<file path="src/rtl/step_motor_pkg.sv">
// Shared definitions for the step_motor command queue: sequencer states,
// width defaults and the limit-sign helper.
package step_motor_pkg;

  localparam int unsigned SM_STEP_WIDTH   = 16;
  localparam int unsigned SM_SPEED_WIDTH  = 16;
  localparam int unsigned SM_MS_WIDTH     = 3;
  localparam int unsigned SM_FIFO_AW      = 3;
  localparam int unsigned SM_ACK_TIMEOUT  = 255;

  typedef enum logic [2:0] {
    ST_IDLE      = 3'd0,
    ST_ISSUE     = 3'd1,
    ST_WAIT_RUN  = 3'd2,
    ST_WAIT_DONE = 3'd3,
    ST_WAIT_STOP = 3'd4
  } state_t;

  // The end stop in the direction of travel, not the one behind the motor.
  function automatic logic limit_reached(input logic dir, input logic tpsign,
                                         input logic zpsign);
    return (dir & tpsign) | (~dir & zpsign);
  endfunction

endpackage

</file>
<file path="src/rtl/cmd_fifo.sv">
// Show-ahead synchronous FIFO with flush and level output.
module cmd_fifo #(
  parameter int unsigned DATA_WIDTH = 36,
  parameter int unsigned ADDR_WIDTH = 3
) (
  input  logic                  clk,
  input  logic                  resetn,
  input  logic                  flush,
  input  logic                  push,
  input  logic [DATA_WIDTH-1:0] din,
  input  logic                  pop,
  output logic [DATA_WIDTH-1:0] dout,
  output logic                  full,
  output logic                  empty,
  output logic [ADDR_WIDTH:0]   level
);

  localparam int unsigned DEPTH = 1 << ADDR_WIDTH;

  logic [DATA_WIDTH-1:0] mem [DEPTH];
  logic [ADDR_WIDTH-1:0] wr_ptr;
  logic [ADDR_WIDTH-1:0] rd_ptr;
  logic [ADDR_WIDTH-1:0] wr_addr;
  logic [ADDR_WIDTH:0]   count;
  logic                  do_push;
  logic                  do_pop;

  assign full    = (count == (ADDR_WIDTH+1)'(DEPTH));
  assign empty   = (count == '0);
  assign level   = count;
  assign dout    = mem[rd_ptr];
  assign do_push = push & ~full;
  assign do_pop  = pop & ~empty & ~flush;
  // A push coincident with a flush survives as the sole entry at slot 0.
  assign wr_addr = flush ? '0 : wr_ptr;

  always_ff @(posedge clk) begin
    if (do_push) begin
      mem[wr_addr] <= din;
    end
  end

  always_ff @(posedge clk or negedge resetn) begin
    if (!resetn) begin
      wr_ptr <= '0;
      rd_ptr <= '0;
      count  <= '0;
    end else if (flush) begin
      rd_ptr <= '0;
      wr_ptr <= do_push ? ADDR_WIDTH'(1) : '0;
      count  <= do_push ? (ADDR_WIDTH+1)'(1) : '0;
    end else begin
      if (do_push) begin
        wr_ptr <= wr_ptr + ADDR_WIDTH'(1);
      end
      if (do_pop) begin
        rd_ptr <= rd_ptr + ADDR_WIDTH'(1);
      end
      case ({do_push, do_pop})
        2'b10:   count <= count + (ADDR_WIDTH+1)'(1);
        2'b01:   count <= count - (ADDR_WIDTH+1)'(1);
        default: count <= count;
      endcase
    end
  end

endmodule

</file>
<file path="src/rtl/step_motor_cmd_queue.sv">
// Per-motor command sequencer: queues moves, issues them to one step_motor
// channel and supervises start acknowledge, completion, limits and abort.
module step_motor_cmd_queue
  import step_motor_pkg::*;
#(
  parameter int unsigned C_STEP_NUMBER_WIDTH = SM_STEP_WIDTH,
  parameter int unsigned C_SPEED_DATA_WIDTH  = SM_SPEED_WIDTH,
  parameter int unsigned C_MICROSTEP_WIDTH   = SM_MS_WIDTH,
  parameter int unsigned C_FIFO_ADDR_WIDTH   = SM_FIFO_AW,
  parameter int unsigned C_ACK_TIMEOUT       = SM_ACK_TIMEOUT
) (
  input  logic                           clk,
  input  logic                           resetn,
  input  logic                           cmd_valid,
  output logic                           cmd_ready,
  input  logic [C_STEP_NUMBER_WIDTH-1:0] cmd_step,
  input  logic [C_SPEED_DATA_WIDTH-1:0]  cmd_speed,
  input  logic                           cmd_dir,
  input  logic [C_MICROSTEP_WIDTH-1:0]   cmd_ms,
  input  logic                           abort,
  input  logic                           err_clr,
  output logic [C_FIFO_ADDR_WIDTH:0]     fifo_level,
  output logic                           busy,
  output logic                           done,
  output logic                           err_timeout,
  output logic                           limit_hit,
  output logic                           m_start,
  output logic                           m_stop,
  output logic [C_STEP_NUMBER_WIDTH-1:0] m_step,
  output logic [C_SPEED_DATA_WIDTH-1:0]  m_speed,
  output logic                           m_dir,
  output logic [C_MICROSTEP_WIDTH-1:0]   m_ms,
  input  logic                           m_state,
  input  logic                           m_zpsign,
  input  logic                           m_tpsign
);

  localparam int unsigned CMD_W = C_MICROSTEP_WIDTH + 1 + C_SPEED_DATA_WIDTH
                                  + C_STEP_NUMBER_WIDTH;
  localparam int unsigned CNT_W = $clog2(C_ACK_TIMEOUT + 1);
  localparam logic [CNT_W-1:0] CNT_LAST = CNT_W'(C_ACK_TIMEOUT - 1);

  state_t                         state;
  logic [CNT_W-1:0]               ack_cnt;
  logic                           rdy_en;
  logic                           fifo_full;
  logic                           fifo_empty;
  logic                           fifo_push;
  logic                           fifo_pop;
  logic                           fifo_flush;
  logic [CMD_W-1:0]               fifo_din;
  logic [CMD_W-1:0]               fifo_dout;
  logic [C_STEP_NUMBER_WIDTH-1:0] head_step;
  logic [C_SPEED_DATA_WIDTH-1:0]  head_speed;
  logic                           head_dir;
  logic [C_MICROSTEP_WIDTH-1:0]   head_ms;
  logic                           ack_expired;
  logic                           limit_now;

  assign fifo_din = {cmd_ms, cmd_dir, cmd_speed, cmd_step};
  assign {head_ms, head_dir, head_speed, head_step} = fifo_dout;

  assign cmd_ready   = ~fifo_full & ~abort & rdy_en;
  assign fifo_push   = cmd_valid & cmd_ready;
  assign ack_expired = (state == ST_WAIT_RUN) & ~m_state & (ack_cnt == CNT_LAST);
  assign limit_now   = (state == ST_WAIT_DONE) & limit_reached(m_dir, m_tpsign, m_zpsign);
  assign fifo_flush  = abort | ack_expired | limit_now;
  assign fifo_pop    = (state == ST_IDLE) & ~fifo_empty & ~m_state & ~err_timeout
                       & ~limit_hit & ~abort;
  assign busy        = (state != ST_IDLE) | ~fifo_empty;

  cmd_fifo #(
    .DATA_WIDTH (CMD_W),
    .ADDR_WIDTH (C_FIFO_ADDR_WIDTH)
  ) u_fifo (
    .clk    (clk),
    .resetn (resetn),
    .flush  (fifo_flush),
    .push   (fifo_push),
    .din    (fifo_din),
    .pop    (fifo_pop),
    .dout   (fifo_dout),
    .full   (fifo_full),
    .empty  (fifo_empty),
    .level  (fifo_level)
  );

  always_ff @(posedge clk or negedge resetn) begin
    if (!resetn) begin
      state       <= ST_IDLE;
      ack_cnt     <= '0;
      rdy_en      <= 1'b0;
      done        <= 1'b0;
      err_timeout <= 1'b0;
      limit_hit   <= 1'b0;
      m_start     <= 1'b0;
      m_stop      <= 1'b0;
      m_step      <= '0;
      m_speed     <= '0;
      m_dir       <= 1'b0;
      m_ms        <= '0;
    end else begin
      rdy_en  <= 1'b1;
      m_start <= 1'b0;
      m_stop  <= 1'b0;
      done    <= 1'b0;
      // Clearing first lets a same-cycle timeout or limit event win.
      if (err_clr) begin
        err_timeout <= 1'b0;
        limit_hit   <= 1'b0;
      end
      if (abort) begin
        m_stop <= 1'b1;
        state  <= m_state ? ST_WAIT_STOP : ST_IDLE;
      end else begin
        case (state)
          ST_IDLE: begin
            if (fifo_pop) begin
              if (head_step == '0) begin
                done <= 1'b1;
              end else begin
                m_step  <= head_step;
                m_speed <= head_speed;
                m_dir   <= head_dir;
                m_ms    <= head_ms;
                state   <= ST_ISSUE;
              end
            end
          end
          ST_ISSUE: begin
            m_start <= 1'b1;
            ack_cnt <= '0;
            state   <= ST_WAIT_RUN;
          end
          ST_WAIT_RUN: begin
            if (m_state) begin
              state <= ST_WAIT_DONE;
            end else if (ack_expired) begin
              err_timeout <= 1'b1;
              state       <= ST_IDLE;
            end else begin
              ack_cnt <= ack_cnt + CNT_W'(1);
            end
          end
          ST_WAIT_DONE: begin
            if (limit_now) begin
              limit_hit <= 1'b1;
            end
            if (!m_state) begin
              done  <= 1'b1;
              state <= ST_IDLE;
            end
          end
          ST_WAIT_STOP: begin
            if (!m_state) begin
              state <= ST_IDLE;
            end
          end
          default: state <= ST_IDLE;
        endcase
      end
    end
  end

endmodule

</file>
<file path="config.mk">
export PLATFORM = sky130hd
export DESIGN_NAME = step_motor_cmd_queue
export DESIGN_NICKNAME = d
export VERILOG_FILES = /design/src/rtl/step_motor_pkg.sv /design/src/rtl/cmd_fifo.sv /design/src/rtl/step_motor_cmd_queue.sv
export SDC_FILE = /design/constraint.sdc
export NUM_CORES = 1
export LEC_CHECK = 0
export BUFFER_PORTS_ARGS = -buffer_cell sky130_fd_sc_hd__buf_2
export CORE_MARGIN = 1.5
export CORE_UTILIZATION = 54
export CTS_CLUSTER_SIZE = 24
export DETAILED_ROUTE_END_ITERATION = 7
export GPL_TIMING_DRIVEN = 0
export PLACE_DENSITY_LB_ADDON = 0.25
export SLEW_MARGIN = 0
export SYNTH_ARGS = -nofsm -noshare
export SYNTH_HDL_FRONTEND = slang
export SYNTH_HIERARCHICAL = 1
export SYNTH_SLANG_ARGS = --single-unit
</file>
<file path="constraint.sdc">
create_clock -name clk -period 5.3 [get_ports clk]
set_input_delay 0.53 -clock clk [delete_from_list [all_inputs] [get_ports clk]]
set_output_delay 0.53 -clock clk [all_outputs]
set_load 0.005 [all_outputs]
</file>
# Word-level counts from Yosys, hierarchy flattened
# Memory sizes are Yosys's and may differ from the RTL's.
# Index checks and enable logic that the tools add are counted.
# word_totals
reg_bits	63
mem_bits_rw	288
inputBits	44
out_inout_bits	47
wordCells	115
memories	1
# classes
addsub	5
n_eq_ne	14
muxes	39
n_bitwise	29
reduce_logical	12
# memory_table
memory	words	word_bits	rd	rd_clocked_by_memory_dff	wr	line	text
u_fifo.mem	8	36	1	0	1	cmd_fifo.sv:20	logic [DATA_WIDTH-1:0] mem [DEPTH];
# op_table
operator	count
2-to-1 mux 3 bit	12
2-to-1 mux 1 bit	20
bitwise AND 1 bit	16
zero test 16 bit	1
2-to-1 mux 8 bit	2
case mux 8 bit (2 select lines)	1
case mux 3 bit (4 select lines)	1
AND reduction 4 bit	3
inverter 1 bit	9
adder 8 x 1 -> 8 bit, second input constant	1
equality test 8 bit, second input constant	1
case mux 4 bit (2 select lines)	1
adder 3 x 1 -> 3 bit, second input constant	2
equality test 3 x 2 -> 1 bit, second input constant	2
inequality test 3 bit, second input constant	2
nonzero test 2 bit	3
nonzero test 3 bit	2
adder 4 x 1 -> 4 bit, second input constant	1
equality test 4 bit, second input constant	1
zero test 4 bit	1
2-to-1 mux 4 bit	1
inequality test 2 bit, second input constant	2
inequality test 4 bit, second input constant	1
bitwise OR 1 bit	4
other kinds (9)	9

# Longest topological paths before layout
# depth
ltp_word	12
ltp_mapped	13
depth_no_buf	12

# Modules after synthesis
# Netlist, hierarchy kept.
# modules_own_cells
mod	instances	cells_per_inst	area_each_um2	seq_area_each_um2
cmd_fifo	1	498	11508.5	8898.5
step_motor_cmd_queue	1	166	2368.5	1326.3

# Worst setup path after synthesis
# OpenSTA, ideal clock, no wires.
# synth_path
path_type	register to register
start	register ack_cnt[0]
end	memory u_fifo.mem[2][0] (enable)
setup_ps	519
t_arrival_ps	5058
t_required_ps	4781
setup_slack_ps	-277
stages_incl_launch_ff	9
path_buffers	2
period_less_slack_ps	5577
path_cell_list	dfrtp_1 inv_1 ha_1 nand3_1 nor4b_1 or3_1 clkbuf_1 clkbuf_1 nor4_1
# synth_between
elab_chain_len	5
# synth_lines
item	line	text
start: declaration	step_motor_cmd_queue.sv:44	logic [CNT_W-1:0] ack_cnt;
start signal: assignment	step_motor_cmd_queue.sv:142	ack_cnt <= ack_cnt + CNT_W'(1);
equality test 8 bit	step_motor_cmd_queue.sv:65	assign ack_expired = (state == ST_WAIT_RUN) & ~m_state & (ack_cnt == CNT_LAST);
bitwise AND 1 bit	step_motor_cmd_queue.sv:65	
bitwise OR 1 bit (2 in a row)	step_motor_cmd_queue.sv:67	assign fifo_flush = abort | ack_expired | limit_now;
net fifo_flush	step_motor_cmd_queue.sv:50	logic fifo_flush;
2-to-1 mux 3 bit	cmd_fifo.sv:35	assign wr_addr = flush ? '0 : wr_ptr;
end: declaration	cmd_fifo.sv:20	
# The timed path passes the listed nets, and every way through them passes these cells.

# Final worst setup path
# layout_path
start	register u_fifo.rd_ptr[1]
end	register m_speed[4]
# layout_between
elab_chain_len	4
# layout_lines
item	line	text
start: declaration	cmd_fifo.sv:22	logic [ADDR_WIDTH-1:0] rd_ptr;
start signal: assignment	cmd_fifo.sv:57	rd_ptr <= rd_ptr + ADDR_WIDTH'(1);
memory (8 x 36 bit)	n/a	
net fifo_dout[10]	step_motor_cmd_queue.sv:52	logic [CMD_W-1:0] fifo_dout;
zero test 16 bit	step_motor_cmd_queue.sv:119	if (head_step == '0) begin
inverter 1 bit (no source line)	n/a	
AND reduction 4 bit (no source line)	n/a	
end signal: assignment	step_motor_cmd_queue.sv:123	m_speed <= head_speed;
end: declaration	step_motor_cmd_queue.sv:30	output logic [C_SPEED_DATA_WIDTH-1:0] m_speed,
# The timed path passes the listed nets, and every way through them passes these cells.
# A chain may end at the register's enable or synchronous reset.

==> flow_metrics.tcl <==
set metrics [dict create \
    routed_via_density 5.94 \
    die_y_um 163 \
    wirelength_mm 28.5 \
    drive_above_1_share 0.410 \
    pwr-share-comb 0.085 \
    fin_crit_sh 0.796 \
    root_buffer "clkbuf_16" \
    grt_pass1_wl_mm 43.5 \
    holdPathStages 1 \
    path_delay_family "buffers and inverters" \
    ys_seq_elements 351 \
    synth_cells 664 \
    io_pins 91 \
    drt-pass1-iter-count 5 \
    first_global_vias 7243 \
    clockPowerShare 0.389 \
    fp.dieW_um 163 \
    r2r_setup_slack_ns 1.08 \
    min_from "abort" \
    portBuffers 90 \
    start_kind "flip-flop" \
    path_buf_inv 3 \
    ys.flop_type "edfxtp_1" \
    start_util 0.551 \
    grt_remaining_overflow 0 \
    reg2reg_depth 9 \
    crit_type "reg2reg" \
    row_count 58 \
    final_antenna_net_count 0 \
    crit_fanout 10 \
    clock_latency_ns 0.51 \
    switching_share 0.213 \
    setup_violations 0 \
    worstSetupEndpointType "flip-flop" \
    fin_ws_ns 1.08 \
    max_slew_margin 0.421 \
    grt_use_total 0.225 \
    gp_congestion 0.816 \
    pwr-share-seq 0.526 \
    cts_tree "yes" \
    hp-class "in2reg" \
    ctsResizeCount 0 \
    synth.avg_cell_area_um2 20.9 \
    cts.sinks 351 \
    cts_max_level 2 \
    ys_seq_area_frac 0.737 \
    cts_buffers 36 \
    pre_cts_ws_ns 1.06 \
    synth-warning-count 6 \
    drtIter0Drc 735 \
    regToRegStartpoint "u_fifo/rd_ptr[1]" \
    dieArea_mm2 0.0267 \
    async_flop_share 0.179 \
    maxSlewViolCount 0 \
    hold_violations 0 \
    drv_cap 0 \
    vias 6964 \
    netSwitchingPower_mw 1.32 \
    syn2layout_area_growth_pct 17.4 \
    hold_ws_ns 0.217 \
    cp_common_cell "clkbuf_1" \
    clock_path_buffers 3 \
    critPathSlowestCell "clkbuf_1" \
    clk_pin_slew_ns 0.06 \
    synth.cell_area_mm2 0.0139 \
    syn_nets 715 \
    min_to "m_stop" \
    antenna_found_initial 2 \
    skew_ns 0.0165 \
    drc 0 \
    vdd.ir_drop.worst_uv 200 \
    fillers 1640 \
    r2r_end "m_speed[4]" \
    cpPeakStageDelay_ns 0.67 \
    wire_per_inst_um 24.3 \
    fmax_ghz 0.237 \
    arrival_ns 4.60 \
    pwr_density_cell_mw_per_mm2 379 \
    cp.required_ns 5.68 \
    rsz0062_at_grt "no" \
    core-area_mm2 0.0252 \
    p_int_mw 4.86 \
    synth-edff-count 288 \
    crit_chain "clkbuf_1, clkbuf_1, mux4_2, mux2_2, nor4_1, nand4_1, nand2_4, buf_12, mux2_4" \
    period_needed_ns 4.22 \
    finalNetCount 867 \
    power_leakage_nw 5.72 \
    status "finished clean" \
    post-dp-hpwl_mm 18.4 \
    cts_hold_buffers 1 \
    ys_types 60 \
    grt_max_degree 41 \
    postLayoutCoreUtil 0.647 \
    tightest_slew_ns 0.861 \
    post_cts_buffers 0 \
]
==> state kept, by name (all words and copies together) (netlist names) <==
register / flops
u_fifo/mem: 288
m_speed: 16
m_step: 16
ack_cnt: 8
u_fifo/level: 4
m_ms: 3
state: 3
u_fifo/rd_ptr: 3
u_fifo/wr_ptr: 3
done: 1
err_timeout: 1
limit_hit: 1
m_dir: 1
m_start: 1
m_stop: 1
rdy_en: 1
==> final cells by class <==
type,instances,area [um2],area share
clock buffer,47,1020,0.0628
tap,330,413,0.0253
multi-input combinational,278,3510,0.215
sequential,351,10200,0.628
buffer,28,173,0.0106
inverter,7,38.8,0.00238
clock inverter,17,120,0.00737
timing repair buffer,114,787,0.0483
antenna,1,2.50,0.000154
==> power groups by stage <==
stage	Clock [mW]	Combinational (mW)	Sequential, mW
3_3_place_gp	0	0.501	3.29
5_1_grt	2.56	0.569	3.26
2_1_floorplan	0	0.269	3.28
6_report	2.41	0.524	3.25
3_5_place_dp	0	0.529	3.30
4_1_cts	2.45	0.534	3.25
==> worst max-delay path by stage <==
stage | start | end | slack, ns | depth (start not counted)
floorplan | u_fifo/level[0] | u_fifo/mem[3][0] | 0.76 | 7
finish | u_fifo/rd_ptr[1] | m_speed[4] | 1.08 | 9
global route | u_fifo/rd_ptr[1] | m_speed[4] | 0.89 | 9
global placement | m_state | u_fifo/mem[3][8] | -2.10 | 7
CTS | u_fifo/rd_ptr[1] | m_speed[4] | 1.05 | 9
detailed placement | u_fifo/rd_ptr[1] | m_speed[4] | 1.06 | 9
==> logic make-up (layout without fill, tap and decap cells) <==
family / after synthesis / after routing / synth area share
muxes: 146 / 146 / 0.185
DFF: 351 / 351 / 0.737
other: 1 / 2 / 0.000270
adders and majority gates: 7 / 7 / 0.00685
buffers and inverters: 35 / 213 / 0.0152
and+or+nand+nor: 83 / 83 / 0.0337
AOI/OAI and AO/OA: 34 / 34 / 0.0179
xor gates and xnor gates: 7 / 7 / 0.00442
==> layer usage <==
layer / wire [um] / vias up / global-route usage
li1: - / 3024 / -
met1: 11500 / 3640 / 0.308
met2: 14500 / 255 / 0.372
met3: 1990 / 43 / 0.0429
met4: 505 / 2 / 0.0617
met5: 13 / - / 0
==> layout by cell type (no fill, tap or decap), types with 6 or more instances in the layout <==
master and n:
edfxtp_1 288, nand2_1 15, buf_8 6, mux2_4 30, clkbuf_1 19, clkinv_1 6
o21ai_0 6, clkinv_2 6, clkbuf_16 37, clkbuf_8 6, mux2_2 42, ha_1 6
buf_12 6, a21oi_1 11, buf_2 98, buf_6 14, mux4_2 72, nand3_1 10
nor3_1 6, dfrtp_1 63, nor2_1 9
==> synthesized netlist by cell type, drive strengths merged, types with 2 or more instances <==
| library cell | count | area share |
|---|---|---|
| nor2b | 2 | 0.00090 |
| clkinv | 2 | 0.0014 |
| clkbuf | 15 | 0.0041 |
| nand4 | 2 | 0.00090 |
| a211oi | 2 | 0.0014 |
| o41ai | 2 | 0.0018 |
| xor2 | 3 | 0.0019 |
| buf | 13 | 0.0084 |
| and2 | 3 | 0.0015 |
| o21ai | 8 | 0.0037 |
| nor4 | 7 | 0.0032 |
| inv | 5 | 0.0014 |
| or4 | 2 | 0.0011 |
| xnor2 | 4 | 0.0025 |
| edfxtp | 288 | 0.62 |
| a21oi | 11 | 0.0040 |
| o211ai | 2 | 0.0014 |
| dfrtp | 63 | 0.11 |
| mux4 | 72 | 0.12 |
| ha | 6 | 0.0054 |
| o31ai | 2 | 0.0011 |
| nand3b | 2 | 0.0011 |
| nor3 | 9 | 0.0032 |
| nor3b | 2 | 0.0019 |
| nand2b | 3 | 0.0014 |
| mux2i | 2 | 0.0014 |
| nand3 | 10 | 0.0036 |
| mux2 | 72 | 0.067 |
| or3 | 5 | 0.0023 |
| nor2 | 13 | 0.0037 |
| nand2 | 17 | 0.0053 |
==> through the flow <==
stage                     instance area, um2  setup TNS (ns)  power, mW  cells
after floorplan                        13900               0       3.55    664
after global placement                 14800         -308.95       3.79   1084
after detailed placement               15100               0       3.83   1107
after CTS                              16300               0       6.23   1172
after global routing                   16300               0       6.40   1172
final                                  16300               0       6.18   1173
==> worst register-to-register path, delay by kind of cell (launching register included) <==
family | cells | cell delay [ns]
simple gates | 3 | 1.30
flops | 1 | 0.35
buf+inv | 3 | 1.38
mux | 3 | 1.06
Power figures use the tool's default switching activity.
